File: config.mk
export PLATFORM = sky130hd
export DESIGN_NAME = pc_seq
export DESIGN_NICKNAME = d
export VERILOG_FILES = /design/src/rtl/pc_pkg.sv /design/src/rtl/pc_seq.sv
export SDC_FILE = /design/constraint.sdc
export NUM_CORES = 1
export LEC_CHECK = 0
export ABC_AREA = 1
export CORE_MARGIN = 5
export CORE_UTILIZATION = 25
export CTS_CLUSTER_DIAMETER = 100
export DETAILED_ROUTE_END_ITERATION = 8
export PLACE_DENSITY = 0.58
export RECOVER_POWER = 100
export SYNTH_ARGS = -nofsm -noshare
export SYNTH_HDL_FRONTEND = slang
export SYNTH_SLANG_ARGS = --single-unit
export TNS_END_PERCENT = 10
File: constraint.sdc
create_clock -name Clk -period 1.6 [get_ports Clk]
set_input_delay 0.16 -clock Clk [delete_from_list [all_inputs] [get_ports Clk]]
set_output_delay 0.16 -clock Clk [all_outputs]
set_load 0.1 [all_outputs]
File: src/rtl/pc_pkg.sv
// Shared definitions for the program-counter sequencer: FSM state encoding and
// default widths for the PC, lookup index and cycle counter.
package pc_pkg;

    localparam int PC_D  = 10;
    localparam int PC_IW = 5;
    localparam int PC_CW = 16;

    typedef enum logic [1:0] {
        IDLE = 2'd0,
        RUN  = 2'd1,
        DONE = 2'd2
    } state_e;

endpackage

File: src/rtl/pc_seq.sv
// Program-counter sequencer: steps, branches, holds or halts the PC and counts RUN
// cycles. Define PC_LINK_EN to add a one-entry link register for call/ret.
module pc_seq
    import pc_pkg::*;
#(
    parameter int D  = PC_D,
    parameter int IW = PC_IW,
    parameter int CW = PC_CW
) (
    input  logic          Clk,
    input  logic          Reset_n,
    input  logic          start,
    input  logic          stall,
    input  logic          halt,
    input  logic          branch_en,
    input  logic [IW-1:0] branch_idx,
    output logic [IW-1:0] lut_addr,
    input  logic [D-1:0]  lut_target,
    input  logic          call,
    input  logic          ret,
    output logic [D-1:0]  pc,
    output logic          running,
    output logic          done,
    output logic          wrap_err,
    output logic [CW-1:0] cycle_cnt
);

    state_e        state_q;
    logic [D-1:0]  pc_q;
    logic [CW-1:0] cnt_q;
    logic          running_q;
    logic          done_q;
    logic          wrap_q;

    logic [D-1:0]  pc_inc_d;
    logic [D-1:0]  pc_run_d;
    logic          wrap_run_d;
    logic [CW-1:0] cnt_d;

    assign lut_addr = branch_idx;
    assign pc_inc_d = pc_q + 1'b1;
    assign cnt_d    = (cnt_q == '1) ? cnt_q : cnt_q + 1'b1;

`ifdef PC_LINK_EN
    logic [D-1:0] link_q;
    logic         link_vld_q;
    logic         link_adv;

    // ret outranks call and branch even when the link is empty: it then just increments.
    always_comb begin
        pc_run_d   = pc_inc_d;
        wrap_run_d = (pc_q == '1);
        if (ret) begin
            if (link_vld_q) begin
                pc_run_d   = link_q;
                wrap_run_d = 1'b0;
            end
        end else if (call || branch_en) begin
            pc_run_d   = lut_target;
            wrap_run_d = 1'b0;
        end
    end

    assign link_adv = !start && (state_q == RUN) && !stall && !halt;

    always_ff @(posedge Clk or negedge Reset_n) begin
        if (!Reset_n) begin
            link_q     <= '0;
            link_vld_q <= 1'b0;
        end else if (start) begin
            link_vld_q <= 1'b0;
        end else if (link_adv) begin
            if (ret) begin
                link_vld_q <= 1'b0;
            end else if (call) begin
                link_q     <= pc_inc_d;
                link_vld_q <= 1'b1;
            end
        end
    end
`else
    logic unused_ret;
    assign unused_ret = ret;

    always_comb begin
        pc_run_d   = pc_inc_d;
        wrap_run_d = (pc_q == '1);
        if (branch_en || call) begin
            pc_run_d   = lut_target;
            wrap_run_d = 1'b0;
        end
    end
`endif

    // NOTE: sequential state uses non-blocking assignments so every register
    // samples the pre-edge values regardless of statement order.
    always_ff @(posedge Clk or negedge Reset_n) begin
        if (!Reset_n) begin
            state_q   <= IDLE;
            pc_q      <= '0;
            cnt_q     <= '0;
            running_q <= 1'b0;
            done_q    <= 1'b0;
            wrap_q    <= 1'b0;
        end else if (start) begin
            state_q   <= RUN;
            pc_q      <= '0;
            cnt_q     <= '0;
            running_q <= 1'b1;
            done_q    <= 1'b0;
            wrap_q    <= 1'b0;
        end else begin
            case (state_q)
                RUN: begin
                    cnt_q <= cnt_d;
                    if (stall) begin
                        pc_q <= pc_q;
                    end else if (halt) begin
                        state_q   <= DONE;
                        running_q <= 1'b0;
                        done_q    <= 1'b1;
                    end else begin
                        pc_q <= pc_run_d;
                        if (wrap_run_d) wrap_q <= 1'b1;
                    end
                end
                default: begin
                    state_q <= state_q;
                end
            endcase
        end
    end

    assign pc        = pc_q;
    assign running   = running_q;
    assign done      = done_q;
    assign wrap_err  = wrap_q;
    assign cycle_cnt = cnt_q;

endmodule

==> impl_metrics.yaml <==
timing:
  grt_setup_unrepaired: "true"
  fmax_mhz: 645
  finalSetupTns_ns: 0
  hold_viol_final: 0
  layout_min_cycle_time_ns: 1.55
  maxSlewHeadroom: 0.505
  clock_skew_ns: 0.0106
  slew_viol_final: 0
  finalCritPeriodShare: 0.969
  tightestPinTransition_ns: 0.742
  setup_viol: 0
power_and_ir_drop:
  internal_power_uw: 1290
  p_seq_frac: 0.404
  clockPowerShare: 0.297
  total_leakage_power_uw: 0.00126
  peakVddDrop_v: 0.000302
  power_uw: 2030
  power_density_nw_per_um2: 687
  combPwrFrac: 0.299
  p_switching_uw: 733
  swShare: 0.362
yosys:
  syn_avg_cell_area_sq_um: 7.30
  synth_seq_cells: 29
  syn-cell-area_sq_um: 1910
  yosys_warnings: 0
  synth_fp_nets: 286
  synth_area_leaders: "dfrtp_1 38%, nand2_1 14%, nand3_1 6.6%, nor2_1 6.3%, inv_1 5.5%"
  synth.top_cell.area_share: 0.381
  yosys.area.top_type: "dfrtp_1"
  ys_seq_area_frac: 0.381
  ys_types: 30
  netlist_instances: 261
clock_tree:
  worstSkewPairLatency_ns: 0.28
  h-tree-depth: 2
  numCtsBuffers: 5
  cts_sinks: 29
  cts_tree: "built"
  cts_root_buf: "clkbuf_8"
  clkTransAtPathRegs_ns: 0.07
  cts_buffer_depth: 2
placed_design:
  portBuffers: 45
  dp_hpwl_um: 3790
  gp_congestion: 0.869
  dp.cells: 412
  placed_cell_area_sq_um: 2880
worst_setup_path:
  max_stage_delay_ns: 0.43
  crit_path_start_kind: "flop"
  path_max_fanout: 14
  cp_slowest_cell: "dfrtp_4"
  cp_data_arrival_time_ns: 1.73
  crit_chain: "ha_4, nand2_4, nor2_4, nand2_4, nor2_4, nand3_4, nand2_8, inv_2, nand2_1, nand2_1"
  crit_required_ns: 1.78
  endpoint_kind: "flop"
  critPathKind: "reg2reg"
grt:
  first_global_vias: 1836
  antenna_found_initial: 0
  grt_max_degree: 30
  grt_overflow: 0
  grt_pass1_wl_um: 8650
  grt_usage: 0.111
cells_and_area:
  layout_commonest_cell: "nand2_1"
  finalNetCount: 347
  areaGrowthSynthToFinish_pct: 54.7
  fillers: 733
  final_cell_mix: "68 x nand2_1, 30 x nor2_1, 28 x inv_1, 25 x buf_12, 24 x nand3_1"
  antennaDiodeCount: 0
  utilization: 0.402
  instances_no_fill: 422
  drive_gt1_frac: 0.328
  fin_area_sq_um: 2950
route:
  postRouteAntennaNets: 0
  drc_errors: 0
  vias: 1847
  drt-initial-drc-count: 73
  wl_per_cell_um: 12.3
  routed_wl_um: 5190
  avgViaCountPerCell: 4.38
  drt-pass1-iter-count: 4
outcome:
  status: "finished, final reports clean"
floorplan:
  fp.dieH_um: 97.3
  core_sq_um: 7330
  rows: 31
  initial_core_util: 0.260
  dieWidth_um: 97.3
  io_pins: 57
  die_area_sq_um: 9470
job:
  cap_violations: 0
min_path:
  min_path_type: "in2out"
==> kinds of logic (layout without fill, tap and decap cells) <==
group,Yosys count,count (layout),synth area share
simple gates,148,149,0.356
buf+inv,39,100,0.0991
compound gates,36,36,0.118
flops,29,29,0.381
xor+xnor,6,6,0.0276
fa+ha+maj,2,2,0.0131
mux,1,1,0.00525
==> critical path, delay by kind of cell, from the launching register on <==
family        cells  cell delay (ns)
buf+inv           1             0.05
flops             1             0.43
simple gates      8             0.80
fa+ha+maj         1             0.15
==> routing by layer <==
metal | routed length, um | part of all wire | global-route usage | up-vias
met2 | 2450 | 0.47 | 0.177 | 44
li1 | - | - | - | 959
met3 | 240 | 0.046 | 0.0352 | 4
met1 | 2470 | 0.48 | 0.143 | 840
met4 | 36 | 0.0069 | 0.0330 | 0
met5 | 0 | 0 | 0 | -
==> path summary, 6_finish.rpt <==
path | from | end | slack [ns] | cells past startpoint
max | cycle_cnt[0] | cycle_cnt[7] | 0.05 | 10
min | branch_idx[3] | lut_addr[3] | 0.32 | 0
max reg2reg | cycle_cnt[0] | cycle_cnt[7] | 0.05 | 10
min reg2reg | wrap_err | wrap_err | 0.52 | 2
max in group asynchronous | Reset_n | cycle_cnt[9] | 0.56 | 2
min in group asynchronous | Reset_n | pc[5] | 0.48 | 2
==> Yosys cell counts, drive strengths merged <==
cell / n
buf: 8
clkbuf: 1
nor3: 3
nand2: 74
a21oi: 2
a31oi: 1
nand3: 26
o21ai: 30
nor2: 37
inv: 30
ha: 2
dfrtp: 29
xor2: 6
nand4: 6
or2: 2
o21bai: 2
mux2i: 1
o22ai: 1
==> sequential cells by signal, indices dropped and copies added, names as in the netlist <==
signal	flops
pc	10
wrap_err	1
cycle_cnt	16
state_q	2
==> final cells by class <==
class	count	area [sq um]	share of cell area
Clock buffer	5	68.8	0.0233
Clock inverter	3	17.5	0.00594
Inverter	30	113	0.0382
Multi-Input combinational cell	194	1050	0.357
Sequential cell	29	766	0.260
Tap cell	99	124	0.0420
Timing Repair Buffer	62	806	0.273
==> power by group through the flow <==
stage	Combinational, uW	Sequential (uW)	Clock [uW]
global placement	606	832	0
detailed placement	609	833	0
finish	606	817	602
floorplan	199	1040	0
global route	644	824	662
CTS	611	818	629
==> what timing repair did <==
item | 4_1_cts | 5_1_grt
setup endpoints to repair | 0 | 23
gates resized for setup | 0 | 6
setup buffers | 0 | 1
hold buffers | 0 | 0
==> per-stage QoR <==
step,worst slack (ns),hold WS [ns]
after floorplan,-0.154,-0.136
after CTS,0.0209,0.286
after detailed placement,0.0196,0.321
after global routing,-0.0660,0.320
final,0.0501,0.320
after global placement,0.0312,0.321
No activity file was read; power rests on OpenSTA's default activity.
